File: config.mk
export PLATFORM = sky130hd
export DESIGN_NAME = poly_osc_bank_flat
export DESIGN_NICKNAME = d
export VERILOG_FILES = /design/src/rtl/poly_osc_bank_if.sv /design/src/rtl/poly_osc_bank.sv /design/src/flat_wrapper.sv
export SDC_FILE = /design/constraint.sdc
export NUM_CORES = 1
export LEC_CHECK = 0
export CAP_MARGIN = 0
export CORE_MARGIN = 2
export CORE_UTILIZATION = 62
export CTS_BUF_LIST = sky130_fd_sc_hd__clkbuf_16
export CTS_CLUSTER_DIAMETER = 200
export DETAILED_ROUTE_END_ITERATION = 16
export GPL_TIMING_DRIVEN = 0
export MAX_ROUTING_LAYER = met4
export PLACE_DENSITY = 0.8
export SETUP_SLACK_MARGIN = 0.05
export SKIP_CTS_REPAIR_TIMING = 1
export SLEW_MARGIN = 20
export SYNTH_ARGS = -nofsm -noshare
export SYNTH_HDL_FRONTEND = slang
export SYNTH_SLANG_ARGS = --single-unit
File: constraint.sdc
create_clock -name i_Clk -period 6.2 [get_ports i_Clk]
set_clock_uncertainty 0.15 [all_clocks]
set_input_delay 1.24 -clock i_Clk [delete_from_list [all_inputs] [get_ports i_Clk]]
set_output_delay 1.24 -clock i_Clk [all_outputs]
set_load 0.05 [all_outputs]
File: src/rtl/poly_osc_bank_if.sv
// Note/tick control inputs and mixed-audio outputs of the oscillator bank.
interface poly_osc_bank_if #(
    parameter int NUM_VOICES = 4,
    parameter int ACC_WIDTH  = 16,
    parameter int DAC_WIDTH  = 12
) ();
    logic                  i_Note_Valid;
    logic                  i_Note_On;
    logic [6:0]            i_Note_Num;
    logic [ACC_WIDTH-1:0]  i_Phase_Inc;
    logic [1:0]            i_Waveform_Sel;
    logic                  i_Sample_Tick;
    logic [DAC_WIDTH-1:0]  o_Audio;
    logic                  o_Audio_Valid;
    logic [NUM_VOICES-1:0] o_Voices_Active;
    logic                  o_Voice_Steal;
    logic                  o_Tick_Overrun;

    modport master (
        output i_Note_Valid, i_Note_On, i_Note_Num, i_Phase_Inc, i_Waveform_Sel, i_Sample_Tick,
        input  o_Audio, o_Audio_Valid, o_Voices_Active, o_Voice_Steal, o_Tick_Overrun
    );

    modport slave (
        input  i_Note_Valid, i_Note_On, i_Note_Num, i_Phase_Inc, i_Waveform_Sel, i_Sample_Tick,
        output o_Audio, o_Audio_Valid, o_Voices_Active, o_Voice_Steal, o_Tick_Overrun
    );
endinterface

File: src/rtl/poly_osc_bank.sv
// Polyphonic oscillator bank: per-voice phase accumulators, note allocation
// with retrigger/steal, and a serial mixer that scans one voice per cycle.
//
// state | meaning
// IDLE  | waiting for a sample tick; ticks are only accepted here
// SCAN  | summing voice scan_idx into the accumulator, one voice per cycle
// OUT   | publishing the averaged mix on o_Audio with a valid pulse
module poly_osc_bank #(
    parameter int NUM_VOICES = 4,
    parameter int ACC_WIDTH  = 16,
    parameter int DAC_WIDTH  = 12
) (
    input  logic           i_Clk,
    input  logic           reset,
    poly_osc_bank_if.slave bus
);
    localparam int IDX_W = $clog2(NUM_VOICES);
    localparam int SUM_W = DAC_WIDTH + IDX_W;

    typedef enum logic [1:0] {IDLE, SCAN, OUT} state_t;

    state_t                 state, state_nxt;
    logic [IDX_W-1:0]       scan_idx;
    logic [SUM_W-1:0]       acc;
    logic [DAC_WIDTH-1:0]   audio;
    logic                   audio_valid;
    logic                   voice_steal;
    logic                   tick_overrun;
    logic [15:0]            lfsr;
    logic [IDX_W-1:0]       steal_ptr;

    logic [NUM_VOICES-1:0]  active;
    logic [6:0]             note  [NUM_VOICES];
    logic [ACC_WIDTH-1:0]   inc   [NUM_VOICES];
    logic [1:0]             wave  [NUM_VOICES];
    logic [ACC_WIDTH-1:0]   phase [NUM_VOICES];

    logic                   tick_acc;
    logic                   tick_drop;
    logic                   match_hit, free_hit;
    logic [IDX_W-1:0]       match_idx, free_idx;
    logic                   load_en, off_en, steal_en;
    logic [IDX_W-1:0]       sel_idx;

    logic [ACC_WIDTH-1:0]   cur_phase;
    logic [DAC_WIDTH-1:0]   saw, tri_raw, noise, sample;

    assign tick_acc  = bus.i_Sample_Tick && (state == IDLE);
    assign tick_drop = bus.i_Sample_Tick && (state != IDLE);

    // Lowest-index active voice holding the note, and lowest-index free voice.
    always_comb begin
        match_hit = 1'b0;
        match_idx = '0;
        free_hit  = 1'b0;
        free_idx  = '0;
        for (int v = NUM_VOICES - 1; v >= 0; v--) begin
            if (active[v] && (note[v] == bus.i_Note_Num)) begin
                match_hit = 1'b1;
                match_idx = IDX_W'(v);
            end
            if (!active[v]) begin
                free_hit = 1'b1;
                free_idx = IDX_W'(v);
            end
        end
    end

    // Decide which voice a note event touches: retrigger, free slot, or steal.
    always_comb begin
        load_en  = 1'b0;
        off_en   = 1'b0;
        steal_en = 1'b0;
        sel_idx  = '0;
        if (bus.i_Note_Valid) begin
            if (bus.i_Note_On) begin
                load_en = 1'b1;
                if (match_hit) begin
                    sel_idx = match_idx;
                end else if (free_hit) begin
                    sel_idx = free_idx;
                end else begin
                    sel_idx  = steal_ptr;
                    steal_en = 1'b1;
                end
            end else if (match_hit) begin
                off_en  = 1'b1;
                sel_idx = match_idx;
            end
        end
    end

    // Voice state; a note load or release on the same edge as a tick wins over the advance.
    always_ff @(posedge i_Clk) begin
        if (reset) begin
            active    <= '0;
            steal_ptr <= '0;
            for (int v = 0; v < NUM_VOICES; v++) begin
                note[v]  <= '0;
                inc[v]   <= '0;
                wave[v]  <= '0;
                phase[v] <= '0;
            end
        end else begin
            for (int v = 0; v < NUM_VOICES; v++) begin
                if (load_en && (sel_idx == IDX_W'(v))) begin
                    active[v] <= 1'b1;
                    note[v]   <= bus.i_Note_Num;
                    inc[v]    <= bus.i_Phase_Inc;
                    wave[v]   <= bus.i_Waveform_Sel;
                    phase[v]  <= '0;
                end else if (off_en && (sel_idx == IDX_W'(v))) begin
                    active[v] <= 1'b0;
                    phase[v]  <= '0;
                end else if (tick_acc && active[v]) begin
                    phase[v] <= phase[v] + inc[v];
                end
            end
            if (steal_en) begin
                steal_ptr <= steal_ptr + 1'b1;
            end
        end
    end

    // Shared noise source, taps 16,14,13,11, stepped once per accepted tick.
    always_ff @(posedge i_Clk) begin
        if (reset) begin
            lfsr <= 16'hACE1;
        end else if (tick_acc) begin
            lfsr <= {lfsr[14:0], lfsr[15] ^ lfsr[13] ^ lfsr[12] ^ lfsr[10]};
        end
    end

    // Waveform of the voice currently under the scan pointer.
    always_comb begin
        cur_phase = phase[scan_idx];
        saw       = DAC_WIDTH'(cur_phase >> (ACC_WIDTH - DAC_WIDTH));
        tri_raw   = DAC_WIDTH'(cur_phase >> (ACC_WIDTH - DAC_WIDTH - 1));
        noise     = DAC_WIDTH'(lfsr >> (16 - DAC_WIDTH));
        sample    = '0;
        if (active[scan_idx]) begin
            case (wave[scan_idx])
                2'b00:   sample = saw;
                2'b01:   sample = cur_phase[ACC_WIDTH-1] ? '0 : '1;
                2'b10:   sample = cur_phase[ACC_WIDTH-1] ? ~tri_raw : tri_raw;
                default: sample = noise;
            endcase
        end
    end

    // Mixer state register.
    always_ff @(posedge i_Clk) begin
        if (reset) begin
            state <= IDLE;
        end else begin
            state <= state_nxt;
        end
    end

    // Mixer next-state.
    always_comb begin
        state_nxt = state;
        case (state)
            IDLE:    if (tick_acc) state_nxt = SCAN;
            SCAN:    if (scan_idx == IDX_W'(NUM_VOICES - 1)) state_nxt = OUT;
            OUT:     state_nxt = IDLE;
            default: state_nxt = IDLE;
        endcase
    end

    // Mixer datapath and one-cycle status pulses.
    always_ff @(posedge i_Clk) begin
        if (reset) begin
            scan_idx     <= '0;
            acc          <= '0;
            audio        <= '0;
            audio_valid  <= 1'b0;
            voice_steal  <= 1'b0;
            tick_overrun <= 1'b0;
        end else begin
            audio_valid  <= 1'b0;
            voice_steal  <= steal_en;
            tick_overrun <= tick_drop;
            case (state)
                IDLE: begin
                    if (tick_acc) begin
                        scan_idx <= '0;
                        acc      <= '0;
                    end
                end
                SCAN: begin
                    acc      <= acc + SUM_W'(sample);
                    scan_idx <= scan_idx + 1'b1;
                end
                OUT: begin
                    audio       <= DAC_WIDTH'(acc >> IDX_W);
                    audio_valid <= 1'b1;
                end
                default: ;
            endcase
        end
    end

    assign bus.o_Audio         = audio;
    assign bus.o_Audio_Valid   = audio_valid;
    assign bus.o_Voices_Active = active;
    assign bus.o_Voice_Steal   = voice_steal;
    assign bus.o_Tick_Overrun  = tick_overrun;
endmodule

File: src/flat_wrapper.sv
// flat-port wrapper written by rule: the top's interface ports become plain ports
module poly_osc_bank_flat 
#(
    parameter int NUM_VOICES = 4,
    parameter int ACC_WIDTH  = 16,
    parameter int DAC_WIDTH  = 12
)
  (i_Clk, reset, bus_i_Note_Valid, bus_i_Note_On, bus_i_Note_Num, bus_i_Phase_Inc, bus_i_Waveform_Sel, bus_i_Sample_Tick, bus_o_Audio, bus_o_Audio_Valid, bus_o_Voices_Active, bus_o_Voice_Steal, bus_o_Tick_Overrun);
  poly_osc_bank_if #(.NUM_VOICES(NUM_VOICES), .ACC_WIDTH(ACC_WIDTH), .DAC_WIDTH(DAC_WIDTH)) bus_i ();
  input  logic i_Clk;
  input  logic reset;
  input wire logic [$bits(bus_i.i_Note_Valid)-1:0] bus_i_Note_Valid;
  input wire logic [$bits(bus_i.i_Note_On)-1:0] bus_i_Note_On;
  input wire logic [$bits(bus_i.i_Note_Num)-1:0] bus_i_Note_Num;
  input wire logic [$bits(bus_i.i_Phase_Inc)-1:0] bus_i_Phase_Inc;
  input wire logic [$bits(bus_i.i_Waveform_Sel)-1:0] bus_i_Waveform_Sel;
  input wire logic [$bits(bus_i.i_Sample_Tick)-1:0] bus_i_Sample_Tick;
  output wire logic [$bits(bus_i.o_Audio)-1:0] bus_o_Audio;
  output wire logic [$bits(bus_i.o_Audio_Valid)-1:0] bus_o_Audio_Valid;
  output wire logic [$bits(bus_i.o_Voices_Active)-1:0] bus_o_Voices_Active;
  output wire logic [$bits(bus_i.o_Voice_Steal)-1:0] bus_o_Voice_Steal;
  output wire logic [$bits(bus_i.o_Tick_Overrun)-1:0] bus_o_Tick_Overrun;
  assign bus_i.i_Note_Valid = bus_i_Note_Valid;
  assign bus_i.i_Note_On = bus_i_Note_On;
  assign bus_i.i_Note_Num = bus_i_Note_Num;
  assign bus_i.i_Phase_Inc = bus_i_Phase_Inc;
  assign bus_i.i_Waveform_Sel = bus_i_Waveform_Sel;
  assign bus_i.i_Sample_Tick = bus_i_Sample_Tick;
  assign bus_o_Audio = bus_i.o_Audio;
  assign bus_o_Audio_Valid = bus_i.o_Audio_Valid;
  assign bus_o_Voices_Active = bus_i.o_Voices_Active;
  assign bus_o_Voice_Steal = bus_i.o_Voice_Steal;
  assign bus_o_Tick_Overrun = bus_i.o_Tick_Overrun;
  poly_osc_bank #(.NUM_VOICES(NUM_VOICES), .ACC_WIDTH(ACC_WIDTH), .DAC_WIDTH(DAC_WIDTH)) u_core (.i_Clk(i_Clk), .reset(reset), .bus(bus_i));
endmodule
; ---- After elaboration in Yosys (flattened, before gate mapping)
; Memories as Yosys holds them, arrays and structs flattened. A register that Yosys moved wholly into a read port is not among the register bits.
; Cells that the tools add are included.
[word_totals]
register_bits = 55
mem_count = 4
wordCells = 226
out_inout_bits = 19
ramBits = 164
[classes]
muxes = 130
magnitude_cmp = 1
n_addsub = 7
bitwise_logic = 28
eq_ne = 14
n_reduce_logical = 29
[mem_list]
columns = name, depth, width, read_ports, rd_ports_with_merged_regs, write_ports, line_no
row1 = u_core.inc, 4, 16, 4, 0, 4, poly_osc_bank.sv:34  ; logic [ACC_WIDTH-1:0] inc [NUM_VOICES];
row2 = u_core.phase, 4, 16, 5, 1, 4, poly_osc_bank.sv:36  ; logic [ACC_WIDTH-1:0] phase [NUM_VOICES];
row3 = u_core.note, 4, 7, 4, 0, 4, poly_osc_bank.sv:33  ; logic [6:0] note [NUM_VOICES];
row4 = u_core.wave, 4, 2, 1, 1, 4, poly_osc_bank.sv:35  ; logic [1:0] wave [NUM_VOICES];
[ops]
columns = op, n
row1 = 2-to-1 mux 16 bit, 16
row2 = 2-to-1 mux 1 bit, 77
row3 = adder 16 bit, 4
row4 = 2-to-1 mux 2 bit, 24
row5 = 2-to-1 mux 12 bit, 3
row6 = one-hot mux 12 bit (3 select lines), 1
row7 = == test 7 bit, 4
row8 = 2-to-1 mux 7 bit, 4
row9 = one-hot mux 14 bit (2 select lines), 1
row10 = bitwise OR 1 bit, 24
row11 = logical AND 1 bit, 18
row12 = adder 14 x 12 -> 14 bit, 1
row13 = 2-to-1 mux 14 bit, 1
row14 = inverter 12 bit, 1
row15 = nonzero test 2 bit, 6
row16 = == test 2 bit (second input constant), 5
row17 = one-hot mux 2 bit (2 select lines), 2
row18 = == test 2 x 1 -> 1 bit (second input constant), 3
row19 = logical NOT 2 bit, 3
row20 = adder 2 x 1 -> 2 bit (second input constant), 2
row21 = != test 2 x 1 -> 1 bit (second input constant), 2
row22 = AND reduction 2 bit, 2
row23 = < comparator 2 x 3 -> 1 bit (second input constant), 1
row24 = XOR 1 bit, 3
row25 = binary-select mux 1 bit (select 2 bit), 1

; ---- Depth between registers and ports, before layout
[depth]
depth_word = 17
mapped_depth = 19
mapped_depth_nobuf = 17

; ---- Worst setup path before layout
; No wires, ideal clock.
[synth_path]
path_type = input port to flip-flop
startpoint = in bus_i_Note_Num[3]
endpoint = mem u_core.phase[1][0] (enable)
t_required_ns = 5.674
setup_ns = 0.376
path_slack_ns = 1.375
arrival_ns = 4.300
path_buffers = 1
path_stages = 9
cell_sequence = buf_2 > xnor2_1 > nand4_1 > o22ai_1 > a21oi_4 > nor2_2 > nand2_1 > o21bai_1 > nand3b_1
[synth_lines]
columns = item, line_no
row1 = "start, declared", flat_wrapper.sv:14  ; input wire logic [$bits(bus_i.i_Note_Num)-1:0] bus_i_Note_Num;
row2 = "end, declared", poly_osc_bank.sv:36

==> impl_results.md <==
- Register area share after synthesis: approximately half
- PD cells: 247.2 mW/mm^2
- Met3 Use GR: 2.969%
- First-pass GRT wire length: 45,650 um
- Die Wd: roughly 150 um
- Worst relative slew slack: around 39%
- GPL Wtd Cong: between 0.9 and 1
- GR Util met1: 38.04%
- Worst hold-check path type: reg -> reg
- Mean Syn Cell Area: 10.45 um^2
- Syn-to-layout area delta: 11.83%
- RSZ-0062 raised after global routing: false
- Status: finished clean
- Crit Path Category: reg -> reg
- R2r setup slk: 1.24 ns
- Post-synth cell types: between 60 and 70
- Design internal power: around 2.6 mW
- Largest stage delay on the critical path: approximately 0.64 ns
- Total GRT Usage: ~27%
- Combinational fraction of design power: 12.8%
- CTS Root Cell: clkbuf_16
- Multi-input combinational cell area: between 0.006 and 0.007 mm^2
- Post-synthesis register bit count: between 200 and 250
- Min Tclk post-route: 4.960 ns
- Worst Tran Pin Value: 0.9103 ns
- FMAX: between 200 and 250 MHz
- Sw power: roughly 890 uW
- Post-route setup slack: between 1 and 1.5 ns
- VDD IR max: 0.2184 mV
- Vias after detailed routing: a little over 9,000
- Worst EP required: 6.51 ns
- Number of max-slew violations in the final report: 0
- TritonCTS Sinks: between 200 and 250
- Die area: 0.02137 mm^2
- DRT Pass-1 Iters: 5
- # port buffers: between 40 and 50
- Clock Tree Buf Depth: 3
- Pre-CTS setup slack: between 1 and 1.5 ns
- Total CTS buffers: 24
- FFs w/ async S/R, synth: 0%
- Hold path depth: 2
- H-tree Lvls: 1
- YS warnings: 0
- Congestion Overflow GR: 0
- Area of the mapped netlist: around 0.013 mm^2
- Pin count of the biggest net entering global routing: 28
- Hold Path End: u_core.bus.o_Audio[7]$_SDFFE_PP0P_
- Drt first-iter violations: ~880
- Post-Route WL: 28,250 um
- Met2 GRT Util: a little over two fifths
- WL per Instance: between 15 and 20 um
- Worst Setup End Kind: flip-flop
- Worst r2r dst: u_core.acc[13]$_SDFFE_PP0P_
- Clk Latency, worst-skew pair: about 0.53 ns
- Synth Flop Type: edfxtp_1
- Worst path cell trace: clkbuf_1, buf_2, mux4_2, xnor2_1, nand2_1, o21ai_0, a211oi_1, ha_1, and3_1, a2111oi_0, nor3_1, o31ai_1, nand2_1, nand3_1, mux2_2, nor2_1
- CP max stage cell: a2111oi_0
- Most frequent CP cell: nand2_1
- EDFF count, synth: approximately 160
- Mapped Nets: roughly 1,300
- Fin crit share: between 70% and 80%
- Fillers: between 1,000 and 1,500
- Crit path arrival time: ~5.3 ns
- Max-cap viol count: 0
- Leak Pwr: 5.414 nW
- Vias in the first global route: a little under 9,000
- Initial antenna violation count: 0
- Site row count: 52
- # setup viols final: 0
- Cell count after synthesis: between 1,000 and 1,500
- Setup_tns: 0 ns
- Clock network power share: 38.5%
- Top-level I/O count: between 40 and 50
- Crit path launch type: flip-flop
- Reg power frac: about half
- Most Crowded Layer GR: met2
- Power Total: ~3.5 mW
- Initial core utilization: between 60% and 70%
- Die height: ~150 um
- Final hold vios: 0
- Hold path startpoint: u_core.bus.o_Audio[7]$_SDFFE_PP0P_
- Register area: about 0.0061 mm^2
- Reg2Reg Depth: 16
- DRC Markers: 0
- Reg clk slew, reported paths: roughly 0.060 ns
- CTS tree: done
- Routed vias/inst: ~6
- Core area: around 0.02 mm^2
- CP Max Fanout: 10
- Fin nets: about 1,400
- Post-DRT Antenna Nets: 0
- Post-DP HPWL: slightly above 20,000 um
- Ant diodes: 0
- Sw Ratio: 25.63%
- Layout cells sized above 1: under 10%
==> how the worst max path moves through the flow <==
stage	to	cells after the start	start	slack (ns)
floorplan	u_core.phase[1][0]$_SDFFCE_PN0P_	9	bus_i_Note_Num[3]	1.37
global placement	u_core.phase[1][0]$_SDFFCE_PN0P_	8	bus_i_Note_On	0.37
detailed placement	u_core.acc[13]$_SDFFE_PP0P_	16	flip-flop	1.24
CTS	u_core.acc[13]$_SDFFE_PP0P_	16	flip-flop	1.22
global route	u_core.acc[13]$_SDFFE_PP0P_	16	flip-flop	0.85
finish	u_core.acc[13]$_SDFFE_PP0P_	16	flip-flop	1.24
==> cell usage in the layout (no fill, tap or decap), types with 12 or more instances in the layout <==
cell type        instances
a21oi_1                 75
dfxtp_1                 57
nor2_1                 116
o21ai_0                 40
ha_1                    73
clkbuf_1                23
nand3_1                 28
nor2b_1                 18
nand2b_1                12
clkdlybuf4s50_1         41
buf_2                   14
nand2_1                121
or3_1                   15
nor3_1                  30
clkbuf_16               26
a211oi_1                22
inv_1                   40
xnor2_1                 60
edfxtp_1               164
mux4_2                  15
and2_1                 107
xor2_1                  34
==> layer usage <==
layer / share of wire, % / up-vias / wire (um)
li1: - / 4427 / -
met3: 6.2 / 61 / 1754
met1: 44 / 4408 / 12380
met2: 47 / 328 / 13250
met4: 3.0 / 0 / 858
met5: 0 / - / 0
==> power groups by stage <==
stage	clock network [mW]	logic [mW]	registers, mW
4_1_cts	1.34	0.440	1.69
5_1_grt	1.40	0.489	1.69
3_5_place_dp	0	0.436	1.72
2_1_floorplan	0	0.327	1.70
3_3_place_gp	0	0.420	1.71
6_report	1.33	0.444	1.69
==> flip-flops by register name, indices dropped and copies added (netlist names), named ones only <==
name and count:
u_core.bus.o_Audio 12, u_core.scan_idx 2, u_core.acc 14, u_core.lfsr 16
u_core.bus.o_Audio_Valid 1, u_core.bus.o_Tick_Overrun 1, u_core.phase 64, u_core.bus.o_Voice_Steal 1
u_core.wave 8, u_core.inc 64, u_core.state 2, u_core.bus.o_Voices_Active 4
u_core.note 28, u_core.steal_ptr 2
==> stage by stage <==
stage / hold WS, ns / cell area [um^2] / cells / utilization [%]
finish: 0.3021 / 14010 / 1553 / 69.94
global route: 0.3253 / 14010 / 1553 / 69.94
CTS: 0.3056 / 14010 / 1553 / 69.94
detailed placement: 0.2972 / 13300 / 1510 / 66.35
global placement: 0.2906 / 13280 / 1510 / 66.27
floorplan: 0.2821 / 12530 / 1199 / -
==> Yosys cell counts, types with 10 or more instances <==
cell,number,share of area (%)
nor3_1,30,1.2
nand2b_1,14,0.70
nor2_1,116,3.5
nand3_1,28,1.1
clkbuf_1,23,0.69
mux4_2,15,2.7
a21oi_1,75,3.0
ha_1,73,7.3
edfxtp_1,164,39
buf_2,14,0.56
o21a_1,11,0.66
o21ai_0,40,1.6
inv_1,31,0.93
xor2_1,34,2.4
nor2b_1,18,0.90
dfxtp_1,57,9.1
xnor2_1,60,4.2
o31ai_1,10,0.60
a211oi_1,22,1.3
and2_1,107,5.3
nand2_1,121,3.6
or3_1,15,0.75
==> critical path: cells and delay by family (launching register included) <==
| kind | cells | cell delay (ns) |
|---|---|---|
| and+or+nand+nor | 6 | 0.71 |
| xor gates and xnor gates | 1 | 0.15 |
| muxes | 2 | 0.96 |
| adders and majority gates | 1 | 0.35 |
| AOI/OAI and AO/OA | 4 | 1.40 |
| buffers and inverters | 2 | 0.87 |
| DFF | 1 | 0.31 |
==> cells by family (layout without fill, tap and decap cells) <==
group                    after synthesis  count (layout)  synth area share (%)
AO/OA/AOI/OAI                        208             208                 10.73
multiplexers                          19              19                 3.045
adder cells (fa/ha/maj)               78              78                 8.087
flip-flops                           221             221                 48.40
XOR/XNOR                              94              94                 6.569
buffers and inverters                 80             164                 2.835
AND/OR/NAND/NOR                      499             499                 20.33
==> layout make-up <==
type                    instances  share of cell area, %
multi-input cells             898                  43.72
flip-flops and latches        221                  43.28
clock buffers                  26                  4.642
repair buffers                 41                  2.928
well taps                     270                  2.410
plain buffers                  48                  1.678
inverters                      32                 0.8571
clock inverters                17                 0.4821
(Power assumes the default switching activity.)
